### config.mk
export PLATFORM = sky130hd
export DESIGN_NAME = keypad_scan_ctrl
export DESIGN_NICKNAME = d
export VERILOG_FILES = /design/src/rtl/keypad_scan_ctrl.sv
export SDC_FILE = /design/constraint.sdc
export NUM_CORES = 1
export LEC_CHECK = 0
export ABC_AREA = 1
export ABC_CLOCK_PERIOD_IN_PS = 2470
export CORE_ASPECT_RATIO = 0.7
export CORE_UTILIZATION = 35
export DETAILED_ROUTE_END_ITERATION = 12
export GPL_TIMING_DRIVEN = 0
export PLACE_DENSITY_LB_ADDON = 0.3
export SLEW_MARGIN = 20
export SYNTH_ARGS = -nofsm -noshare
export SYNTH_HDL_FRONTEND = slang
export SYNTH_SLANG_ARGS = --single-unit
### constraint.sdc
create_clock -name clk -period 2.47 [get_ports clk]
set_input_delay 0.494 -clock clk [delete_from_list [all_inputs] [get_ports clk]]
set_output_delay 0.494 -clock clk [all_outputs]
set_load 0.05 [all_outputs]
### src/rtl/keypad_scan_ctrl.sv
// 4x4 active-low matrix keypad scanner with frame-based debounce.
// Emits the last confirmed key as a 16-bit one-hot code (bit = row*4 + col).
module keypad_scan_ctrl #(
  parameter int SCAN_DIV       = 50000,
  parameter int DEBOUNCE_SCANS = 4
) (
  input  logic        clk,
  input  logic        rst_n,
  input  logic [3:0]  row_n,
  output logic [3:0]  col_n,
  output logic [15:0] onehot,
  output logic        key_valid,
  output logic        key_down,
  output logic [1:0]  state_dbg
);

  localparam int              DW         = $clog2(SCAN_DIV);
  localparam logic [DW-1:0]   DWELL_LAST = DW'(SCAN_DIV - 1);
  localparam logic [3:0]      DEB_N      = 4'(DEBOUNCE_SCANS);

  typedef enum logic [1:0] {
    IDLE    = 2'd0,
    DEB     = 2'd1,
    PRESSED = 2'd2,
    REL     = 2'd3
  } state_t;

  logic [3:0]    row_s1_q, row_s2_q;
  logic [DW-1:0] dwell_q;
  logic [1:0]    col_q;
  logic [15:0]   acc_q;
  state_t        state_q;
  logic [3:0]    cnt_q;
  logic [15:0]   cand_q;
  logic [15:0]   onehot_q;
  logic          valid_q;
  logic          down_q;

  logic [15:0]   hits_d;
  logic [15:0]   frame_d;
  logic          sample_d;
  logic          frame_end_d;
  logic          f_zero_d;
  logic          f_single_d;
  logic [3:0]    cnt_inc_d;

  // Rows seen low in the current column, already mapped to key indices.
  always_comb begin
    hits_d = '0;
    for (int r = 0; r < 4; r++) begin
      if (!row_s2_q[r]) hits_d[{r[1:0], col_q}] = 1'b1;
    end
  end

  assign sample_d    = (dwell_q == DWELL_LAST);
  assign frame_end_d = sample_d && (col_q == 2'd3);
  assign frame_d     = acc_q | hits_d;
  assign f_zero_d    = (frame_d == 16'd0);
  assign f_single_d  = !f_zero_d && ((frame_d & (frame_d - 16'd1)) == 16'd0);
  assign cnt_inc_d   = cnt_q + 4'd1;

  always_ff @(posedge clk or negedge rst_n) begin
    if (!rst_n) begin
      row_s1_q <= 4'b1111;
      row_s2_q <= 4'b1111;
    end else begin
      row_s1_q <= row_n;
      row_s2_q <= row_s1_q;
    end
  end

  // Free-running column scan; independent of the debounce FSM.
  always_ff @(posedge clk or negedge rst_n) begin
    if (!rst_n) begin
      dwell_q <= '0;
      col_q   <= 2'd0;
      acc_q   <= '0;
    end else if (sample_d) begin
      dwell_q <= '0;
      col_q   <= col_q + 2'd1;
      acc_q   <= (col_q == 2'd3) ? 16'd0 : frame_d;
    end else begin
      dwell_q <= dwell_q + DW'(1);
    end
  end

  assign col_n = ~(4'b0001 << col_q);

  always_ff @(posedge clk or negedge rst_n) begin
    if (!rst_n) begin
      state_q  <= IDLE;
      cnt_q    <= 4'd0;
      cand_q   <= 16'd0;
      onehot_q <= 16'd0;
      valid_q  <= 1'b0;
      down_q   <= 1'b0;
    end else begin
      valid_q <= 1'b0;
      if (frame_end_d) begin
        unique case (state_q)
          IDLE: begin
            if (f_single_d) begin
              cand_q <= frame_d;
              if (DEB_N == 4'd1) begin
                onehot_q <= frame_d;
                valid_q  <= 1'b1;
                down_q   <= 1'b1;
                cnt_q    <= 4'd0;
                state_q  <= PRESSED;
              end else begin
                cnt_q   <= 4'd1;
                state_q <= DEB;
              end
            end
          end
          DEB: begin
            if (frame_d == cand_q) begin
              if (cnt_inc_d == DEB_N) begin
                onehot_q <= cand_q;
                valid_q  <= 1'b1;
                down_q   <= 1'b1;
                cnt_q    <= 4'd0;
                state_q  <= PRESSED;
              end else begin
                cnt_q <= cnt_inc_d;
              end
            end else begin
              // A different key only becomes a candidate from the next frame.
              cnt_q   <= 4'd0;
              state_q <= IDLE;
            end
          end
          PRESSED: begin
            if (f_zero_d) begin
              if (DEB_N == 4'd1) begin
                down_q  <= 1'b0;
                cnt_q   <= 4'd0;
                state_q <= IDLE;
              end else begin
                cnt_q   <= 4'd1;
                state_q <= REL;
              end
            end
          end
          REL: begin
            if (f_zero_d) begin
              if (cnt_inc_d == DEB_N) begin
                down_q  <= 1'b0;
                cnt_q   <= 4'd0;
                state_q <= IDLE;
              end else begin
                cnt_q <= cnt_inc_d;
              end
            end else begin
              cnt_q   <= 4'd0;
              state_q <= PRESSED;
            end
          end
          default: state_q <= IDLE;
        endcase
      end
    end
  end

  assign onehot    = onehot_q;
  assign key_valid = valid_q;
  assign key_down  = down_q;
  assign state_dbg = state_q;

endmodule

==> qor.yml, run 1 <==
outcome: "finished, final reports clean"
cp.required_ps: 2700
rsz0062_at_grt: "yes"
drive_above_1_share: 0.245
grt_antenna_before_repair: 0
grt_usage: 0.174
yosysSeqAreaShare: 0.474
drc_errors: 0
place_congestion: 0.856
dp_worst_setup_slack_ps: -124
drtIter0Drc: 251
r2r-end: "cand_q[11]$_DFFE_PN0P_"
criticalPathCategory: "flip-flop to flip-flop"
hpwl_um: 7630
finalCriticalPeriod_ps: 2420
finalWorstSetupSlack_ps: 45.6
power_switching_uw: 645
power_frac_comb: 0.044
htreeDepth: 3
power_frac_seq: 0.459
grt_pass1_vias: 3459
drtAntennaViolNets: 0
ir_worst_vdd_mv: 0.385
antenna_cells: 0
worstPathCellList: "inv_2 > ha_4 > buf_6 > nand2_1 > nand2_2 > nor2_2 > nand3_2 > inv_1 > nand2_1 > nand2_1 > nand2_1 > nor2_1 > nand2_2 > nor2_4 > nand2_8 > buf_12 > nand2_1 > nand2_1"
cts_buffer_depth: 2
p_per_area_nw_per_um2: 524
syn_area_um2: 4350
final_hold_viol_count: 0
regArea_um2: 2060
switching_share: 0.218
rr_worst_depth: 18
finClkSkew_ps: 7.33
num_vias: 3749
vias_per_cell: 4.82
die_x_um: 135
max_stage_delay_ps: 390
cp-start-kind: "flip-flop"
power_mw: 2.96
ios: 30
grt_overflow: 0
grt_pass1_wl_um: 17200
crit_slowest_cell: "dfrtp_1"
cts_tree: "done"
synth_nets: 567
rows: 33
nNetsFinal: 628
pwr-share-clk: 0.496
synth_seq_cells: 82
core_area_um2: 11900
cts.sinks: 82
syn_avg_cell_area_um2: 7.86
fillers: 1171
initial_core_util: 0.366
arrival_ps: 2660
cp_common_cell: "nand2_1"
fin_crit_sh: 0.982
hp-class: "input port to async pin"
path_clk_slew_ps: 60
slew_violations: 0
area_growth_pct: 29.6
routedWlPerCell_um: 13.9
worst-slew-pin-transition_ps: 505
multi_input_area_um2: 2140
cts_inserted_buffers: 9
max_clock_freq_mhz: 412
grt_max_degree: 49
synth_cell_types: 33
max_cap_viol_count: 0
ff2ff_setup_slack_ps: 50
clock_latency_ps: 340
drt-total-wl_um: 10800
reg2reg_from: "col_q[1]$_DFFE_PN0N_"
dr.pass1.iters: 5
slew_headroom: 0.662
die_y_um: 95.3
cts_root_buf: "clkbuf_16"
critPathMaxFanout: 8
yosysWarnings: 0
leakagePower_nw: 2.67
die-area_um2: 12900
intPower_mw: 2.31
port_buffers: 29
critPathCaptureType: "flip-flop"
setup_violations: 0
syn_inst: 554
-- metal layers --
layer / routed length [µm] / GRT usage / vias up
met5: 0 / 0 / -
met4: 105 / 0.0515 / 0
met3: 613 / 0.0468 / 10
met2: 4540 / 0.253 / 85
met1: 5540 / 0.250 / 1794
li1: - / - / 1860
-- cells in the final DEF (no fill, tap or decap), types with 2 or more instances in the layout --
cell,instances
nand2_1,144
dfrtp_1,73
inv_1,64
nor2_1,44
nand3_1,33
nand2_2,26
clkdlybuf4s50_1,24
a21oi_1,19
o21ai_0,15
inv_2,13
buf_4,13
nor2_4,12
nand2_4,11
o21ai_1,11
o21ai_2,11
clkbuf_16,11
nand4_1,10
nor2_2,10
xor2_1,9
dfstp_2,8
buf_6,7
nor3_1,4
dlygate4sd2_1,4
buf_2,3
ha_1,3
nor4_1,2
a31oi_1,2
nand3b_1,2
clkbuf_1,2
nand3_2,2
buf_12,2
ha_4,2
ha_2,2
bufinv_16,2
clkinvlp_4,2
-- what timing repair did --
item,in CTS,in global routing
setup buffers,3,13
gates cloned,0,4
endpoints found under the hold margin,0,0
gates resized for setup,10,73
setup endpoints to repair,37,40
pin swaps,2,23
hold buffers,0,0
-- layout make-up --
cell class	count	area share
repair buffers	50	0.0885
flip-flops and latches	82	0.366
multi-input cells	383	0.380
clock buffers	10	0.0424
well taps	157	0.0348
inverters	79	0.0530
plain buffers	10	0.0200
clock inverters	6	0.0157
-- Yosys cell counts --
cell	n	area (µm²)
buf_6	5	56.3
nor2_4	3	33.8
o21ai_2	11	96.3
a21oi_1	20	100
ha_1	7	87.6
nand2_2	16	100
nand3b_1	2	15.0
xor2_1	9	78.8
o21ai_0	17	85.1
nor2_2	4	25.0
o21ai_1	9	45.0
and2_2	1	7.51
nand2_1	161	604
inv_2	12	45.0
xnor2_1	1	8.76
inv_1	66	248
buf_2	3	15.0
nor2_8	1	20.0
dfrtp_1	74	1850
clkinv_1	1	3.75
nand2_4	5	56.3
dfstp_2	8	210
nor3_1	4	20.0
nor2_1	59	221
clkbuf_1	2	7.51
a31oi_1	2	12.5
nand4_1	10	62.6
nand3_1	33	165
nor4_1	2	12.5
o21bai_2	1	11.3
a21oi_2	1	8.76
o211ai_1	1	7.51
nand3_2	3	30.0
-- cell families (layout without fill, tap and decap cells) --
group | Yosys count | in the layout | synth area share
flip-flops | 82 | 82 | 0.474
XOR/XNOR | 10 | 10 | 0.0201
buffers and inverters | 89 | 155 | 0.0862
AO/OA/AOI/OAI | 62 | 62 | 0.0842
adder cells (fa/ha/maj) | 7 | 7 | 0.0201
AND/OR/NAND/NOR | 304 | 304 | 0.316
-- sequential cells by signal, indices dropped and copies added, names as in the netlist, 2 cells and up --
name,flops
dwell_q,16
row_s2_q,4
cnt_q,4
cand_q,16
onehot,16
acc_q,16
state_dbg,2
col_q,2
row_s1_q,4
-- power by group through the flow --
stage	logic (mW)	registers [mW]	clock network [mW]
3_3_place_gp	0.103	1.38	0
6_report	0.130	1.36	1.47
3_5_place_dp	0.109	1.38	0
5_1_grt	0.146	1.36	1.56
2_1_floorplan	0.0548	1.38	0
4_1_cts	0.113	1.36	1.50
-- through the flow --
stage          std cells  setup TNS (ps)   util  area (µm²)  hold WS (ps)
2_1_floorplan        554               0      -        4350           198
3_3_place_gp         740         -161060  0.407        4840           347
3_5_place_dp         741           -2760  0.409        4860           349
4_1_cts              760               0  0.440        5230           123
5_1_grt              777            -996  0.474        5640           142
6_report             777               0  0.474        5640           109
-- how the worst max path moves through the flow --
stage | depth (start not counted) | startpoint | end
6_report | 18 | col_q[1]$_DFFE_PN0N_ | cand_q[11]$_DFFE_PN0P_
5_1_grt | 18 | col_q[0]$_DFFE_PN0N_ | cand_q[11]$_DFFE_PN0P_
4_1_cts | 16 | col_q[0]$_DFFE_PN0N_ | onehot[13]$_DFFE_PN0P_
3_5_place_dp | 13 | col_q[0]$_DFFE_PN0N_ | onehot[13]$_DFFE_PN0P_
3_3_place_gp | 1 | rst_n | onehot[4]$_DFFE_PN0P_
2_1_floorplan | 13 | col_q[0]$_DFFE_PN0N_ | onehot[12]$_DFFE_PN0P_
-- worst max-delay path, delay by kind of cell, from the launching register on --
family        cells  cell delay (ps)
fa+ha+maj         1              170
flops             1              390
buf+inv           4              460
simple gates     13             1260
Power figures use the tool's default switching activity.
==> inputs of run 2 (changes only) <==
--- a/config.mk
+++ b/config.mk
@@ -5,10 +5,12 @@
 export SDC_FILE = /design/constraint.sdc
 export NUM_CORES = 1
 export LEC_CHECK = 0
-export ABC_AREA = 1
 export ABC_CLOCK_PERIOD_IN_PS = 2470
+export CELL_PAD_IN_SITES_DETAIL_PLACEMENT = 0
+export CELL_PAD_IN_SITES_GLOBAL_PLACEMENT = 1
 export CORE_ASPECT_RATIO = 0.7
 export CORE_UTILIZATION = 35
+export CTS_CLUSTER_SIZE = 16
 export DETAILED_ROUTE_END_ITERATION = 12
 export GPL_TIMING_DRIVEN = 0
 export PLACE_DENSITY_LB_ADDON = 0.3
==> run 2 against run 1 <==
  * The flow now finishes with violations (negative setup slack)
  * Flip-flop and latch count stayed put
  * Maximum frequency is 16% lower
  * Sequential power hardly changed
  * Non-clock buffer count is 17 higher
  * Worst setup slack worse by 460 ps
==> qor.yml, run 2 <==
finalWorstSetupSlack_ps: -419
core_area_um2: 11800
power_frac_seq: 0.468
synth_edf_count: 0
outcome: "complete, but fails checks"
routedWlPerCell_um: 17.2
area_growth_pct: 36.1
rows: 33
die_y_um: 94.1
cts_tree: "done"
most-common-layout-cells: "dfrtp_1, inv_1, nor2_1, buf_4, clkdlybuf4s50_1"
cts_root_buf: "clkbuf_16"
intPower_mw: 2.32
pwr-share-clk: 0.492
nNetsFinal: 481
htreeDepth: 3
yosysSeqAreaShare: 0.486
finClkSkew_ps: 5.49
place_congestion: 0.788
worstPathCellList: "buf_6 > ha_4 > nor2b_4 > o21a_1 > nor4_2 > nor4b_4 > buf_4 > nand3_4 > nor3_4 > buf_6 > mux2_4"
switching_share: 0.207
yosysWarnings: 0
port_buffers: 29
syn_inst: 396
vias_per_cell: 5.17
clock_latency_ps: 340
grt_pass1_vias: 3331
setup_violations: 39
drtAntennaViolNets: 0
cts_buffer_depth: 2
cts_inserted_buffers: 9
async_reset_ff_frac: 1.00
synth_cell_types: 63
grt_pass1_wl_um: 17700
ir_worst_vdd_mv: 0.322
syn_area_um2: 4240
cp_common_cell: "buf_6"
power_frac_comb: 0.040
cp.required_ps: 2690
max_clock_freq_mhz: 346
criticalPathCategory: "flip-flop to flip-flop"
power_switching_uw: 605
slew_violations: 0
yosysMostFrequentCell: "dfrtp_1"
num_vias: 3256
syn_avg_cell_area_um2: 10.7
fin_cells: 630
max_cap_viol_count: 0
rsz0062_at_grt: "yes"
synth_seq_cells: 82
hp-class: "input port to async pin"
die-area_um2: 12600
ios: 30
path_clk_slew_ps: 60
critPathMaxFanout: 6
finalInstanceArea_um2: 5770
leakagePower_nw: 2.50
synth.top_cell.area_share: 0.437
power_mw: 2.92
cp-start-kind: "flip-flop"
dp_worst_setup_slack_ps: -858
antenna_cells: 0
max_stage_delay_ps: 460
grt_max_degree: 49
slew_headroom: 0.595
worst-slew-pin-transition_ps: 608
drt-total-wl_um: 10800
grt_overflow: 0
die_x_um: 134
drc_errors: 0
hpwl_um: 7080
final_hold_viol_count: 0
yosys.area.top_type: "dfrtp_1"
crit_slowest_cell: "dfrtp_2"
place_area_um2: 4800
synth_nets: 409
drive_above_1_share: 0.311
grt_usage: 0.187
dr.pass1.iters: 6
layout_commonest_cell: "dfrtp_1"
netlist_top_cells_count: "dfrtp_1, inv_1, nor2_1, a21oi_1"
p_per_area_nw_per_um2: 506
fin_crit_sh: 1.17
arrival_ps: 3110
synth_area_leaders: "dfrtp_1, dfstp_2, mux2i_1"
critPathCaptureType: "flip-flop"
initial_core_util: 0.360
violations: "negative setup slack"
finalSetupTns_ps: -13810
cts.sinks: 82
grt_antenna_before_repair: 0
finalCriticalPeriod_ps: 2890
synthFlopType: "dfrtp_1"
dp.cells: 583
drtIter0Drc: 126
==> run 2: final cells by class <==
cell class	count	area (µm²)
buffer	13	133
clock buffer	11	243
clock inverter	5	77.6
fill	1075	5990
inverter	33	126
multi-input combinational	265	2290
sequential	82	2070
tap	157	196
timing repair buffer	64	636
==> run 2: kinds of logic after synthesis <==
family / Yosys count / share of synthesized area
multiplexers: 33 / 0.0835
AND/OR/NAND/NOR: 123 / 0.174
flip-flops: 82 / 0.486
XOR/XNOR: 23 / 0.0475
AO/OA/AOI/OAI: 78 / 0.124
buffers and inverters: 49 / 0.0617
adder cells (fa/ha/maj): 8 / 0.0233
==> run 2: metrics by stage <==
| stage | hold slack, ps | utilization |
|---|---|---|
| final | 116 | 0.491 |
| after global routing | 162 | 0.491 |
| after CTS | 133 | 0.476 |
| after detailed placement | 347 | 0.408 |
| after global placement | 347 | 0.406 |
| after floorplan | 198 | - |
==> run 2: layer usage <==
layer / vias up / GRT usage / wire length [µm] / part of all wire
met1: 1618 / 0.274 / 5470 / 0.50
met4: 0 / 0.0502 / 86 / 0.0079
met3: 9 / 0.0475 / 688 / 0.063
met2: 78 / 0.271 / 4610 / 0.42
met5: - / 0 / 0 / 0
li1: 1551 / - / - / -
==> run 2: worst paths after layout <==
path	startpoint	to	slack, ps	depth (start not counted)
hold reg to reg	row_s1_q[2]$_DFF_PN1_	row_s2_q[2]$_DFF_PN1_	350	0
hold / removal	rst_n	acc_q[1]$_DFFE_PN0N_	120	1
setup reg to reg	col_q[0]$_DFFE_PN0N_	onehot[8]$_DFFE_PN0P_	-420	11
setup / recovery	col_q[0]$_DFFE_PN0N_	onehot[8]$_DFFE_PN0P_	-420	11
min in group clk	row_s1_q[2]$_DFF_PN1_	row_s2_q[2]$_DFF_PN1_	350	0
max in group asynchronous	rst_n	row_s2_q[3]$_DFF_PN1_	1710	2
==> run 2: worst max-delay path: cells and delay by family, from the launching register on <==
kind	cells	cell delay, ps
AND/OR/NAND/NOR	5	1070
AO/OA/AOI/OAI	1	200
buffers and inverters	3	540
multiplexers	1	310
adder cells (fa/ha/maj)	1	170
flip-flops	1	460
==> run 2: power groups by stage <==
stage / registers, mW / logic (mW) / clock network, mW
finish: 1.37 / 0.117 / 1.44
CTS: 1.37 / 0.113 / 1.47
global route: 1.37 / 0.131 / 1.52
detailed placement: 1.39 / 0.0917 / 0
floorplan: 1.39 / 0.0403 / 0
global placement: 1.39 / 0.0859 / 0
==> run 2: timing repair <==
item,4_1_cts,5_1_grt
hold endpoints to repair,0,0
pin swaps,15,21
hold buffers,0,0
gates cloned,2,0
gates resized for setup,61,33
endpoints found under the setup margin,42,40
setup buffers,21,13
==> inputs of run 3 (changes only) <==
--- a/config.mk
+++ b/config.mk
@@ -5,8 +5,9 @@
 export SDC_FILE = /design/constraint.sdc
 export NUM_CORES = 1
 export LEC_CHECK = 0
+export ABC_AREA = 1
 export ABC_CLOCK_PERIOD_IN_PS = 2470
-export CELL_PAD_IN_SITES_DETAIL_PLACEMENT = 0
+export CELL_PAD_IN_SITES_DETAIL_PLACEMENT = 1
 export CELL_PAD_IN_SITES_GLOBAL_PLACEMENT = 1
 export CORE_ASPECT_RATIO = 0.7
 export CORE_UTILIZATION = 35
==> run 3 against run 2 <==
  * The run still ends with negative setup slack left
  * Global-route usage grew 1.7 points
  * First-iteration DRC count increased by 60%
  * Via count up 22%
  * Die area rose by 2.6%
  * Clock power about the same
  * Design area grew 3.9%
  * Core utilization rose by 1.4 points
==> qor.yml, run 3 (synthesis gave the netlist of run 1 again) <==
outcome: "complete, but fails checks"
violations: "negative setup slack"
grt_usage: 0.204
final_hold_viol_count: 0
layout_commonest_cell: "nand2_1"
num_vias: 3966
cp-start-kind: "flip-flop"
power_mw: 2.96
critPathCaptureType: "flip-flop"
fin_cells: 786
die_y_um: 95.3
regArea_um2: 2060
cts_buffer_depth: 2
dp_worst_setup_slack_ps: -274
drc_errors: 0
finalCriticalPeriod_ps: 2580
max_stage_delay_ps: 440
max_cap_viol_count: 0
max_clock_freq_mhz: 388
slew_violations: 0
rows: 33
worst-slew-pin-transition_ps: 566
cts_inserted_buffers: 9
grt_antenna_before_repair: 0
finalWorstSetupSlack_ps: -109
grt_pass1_wl_um: 20000
cts_tree: "done"
finalSetupTns_ps: -1270
power_switching_uw: 672
core_area_um2: 11900
port_buffers: 29
hpwl_um: 8940
htreeDepth: 3
power_frac_seq: 0.459
drtAntennaViolNets: 0
die_x_um: 135
ios: 30
rsz0062_at_grt: "yes"
die-area_um2: 12900
fin_crit_sh: 1.04
place_congestion: 0.851
setup_violations: 18
dp.cells: 741
drtIter0Drc: 201
routedWlPerCell_um: 17.8
cp.required_ps: 2710
leakagePower_nw: 2.82
p_per_area_nw_per_um2: 493
criticalPathCategory: "flip-flop to flip-flop"
power_frac_comb: 0.052
grt_overflow: 0
vias_per_cell: 5.05
clock_latency_ps: 350
arrival_ps: 2820
crit_slowest_cell: "dfrtp_1"
grt_pass1_vias: 3885
cts_root_buf: "clkbuf_16"
initial_core_util: 0.366
hp-class: "input port to async pin"
grt_max_degree: 44
dr.pass1.iters: 4
fillers: 1386
path_clk_slew_ps: 60
cp_common_cell: "nand2_4"
critPathMaxFanout: 8
finClkSkew_ps: 9.41
ir_worst_vdd_mv: 0.338
worstPathCellList: "inv_2 > ha_4 > buf_8 > nand2_4 > nand2_4 > nor2_8 > nand2_2 > inv_2 > nor2_2 > nor2_2 > nand2_1 > nor2_2 > nand2_4 > nor2_4 > nand2_8 > buf_12 > nand2_4 > o21ai_2"
nNetsFinal: 637
antenna_cells: 0
pwr-share-clk: 0.489
most-common-layout-cells: "nand2_1, dfrtp_1, inv_1, nor2_1, nand3_1"
drive_above_1_share: 0.296
switching_share: 0.227
cts.sinks: 82
slew_headroom: 0.623
intPower_mw: 2.29
area_growth_pct: 37.9
drt-total-wl_um: 14000
multi_input_area_um2: 2370
## run 3: worst paths after layout
| kind | start | end | slack (ps) | depth (start not counted) |
|---|---|---|---|---|
| setup / recovery | col_q[1]$_DFFE_PN0N_ | cand_q[7]$_DFFE_PN0P_ | -110 | 18 |
| hold / removal | rst_n | cand_q[1]$_DFFE_PN0P_ | 130 | 1 |
| setup reg to reg | col_q[1]$_DFFE_PN0N_ | cand_q[7]$_DFFE_PN0P_ | -110 | 18 |
| hold reg to reg | row_s1_q[0]$_DFF_PN1_ | row_s2_q[0]$_DFF_PN1_ | 360 | 0 |
| max in group asynchronous | rst_n | row_s1_q[2]$_DFF_PN1_ | 1670 | 2 |
| min in group clk | row_s1_q[0]$_DFF_PN1_ | row_s2_q[0]$_DFF_PN1_ | 360 | 0 |
## run 3: metal layers
metal | up-vias | track usage | share of wire
met1 | 2016 | 0.277 | 0.47
met2 | 60 | 0.332 | 0.48
met5 | - | 0 | 0
met3 | 18 | 0.0415 | 0.037
met4 | 0 | 0.0552 | 0.015
li1 | 1872 | - | -
## run 3: layout make-up
type / count / share of cell area
repair buffers: 59 / 0.103
clock inverters: 6 / 0.0138
inverters: 79 / 0.0509
clock buffers: 10 / 0.0382
flip-flops and latches: 82 / 0.344
multi-input cells: 383 / 0.396
well taps: 157 / 0.0327
plain buffers: 10 / 0.0221
## run 3: power by group through the flow
stage / sequential (mW) / clock [mW] / combinational, mW
floorplan: 1.38 / 0 / 0.0548
global placement: 1.38 / 0 / 0.106
detailed placement: 1.38 / 0 / 0.114
CTS: 1.36 / 1.46 / 0.122
global route: 1.36 / 1.51 / 0.169
finish: 1.36 / 1.45 / 0.155
## run 3: stage by stage
| stage | hold WS [ps] | util | instance area [µm²] |
|---|---|---|---|
| floorplan | 198 | - | 4350 |
| global placement | 346 | 0.407 | 4840 |
| detailed placement | 348 | 0.409 | 4860 |
| CTS | 162 | 0.445 | 5290 |
| global route | 163 | 0.505 | 6000 |
| finish | 131 | 0.505 | 6000 |
## run 3: repair_timing
| item | in CTS | in global routing |
|---|---|---|
| pin swaps | 6 | 35 |
| gates resized for setup | 29 | 125 |
| buffers inserted | 4 | 19 |
| hold buffers | 0 | 0 |
| gates cloned | 0 | 6 |
| setup endpoints to repair | 43 | 40 |
## run 3: worst max-delay path, delay by kind of cell (launching register included)
family | cells | cell delay [ps]
buffers and inverters | 4 | 510
flip-flops | 1 | 440
AND/OR/NAND/NOR | 12 | 1250
adder cells (fa/ha/maj) | 1 | 190
AO/OA/AOI/OAI | 1 | 60
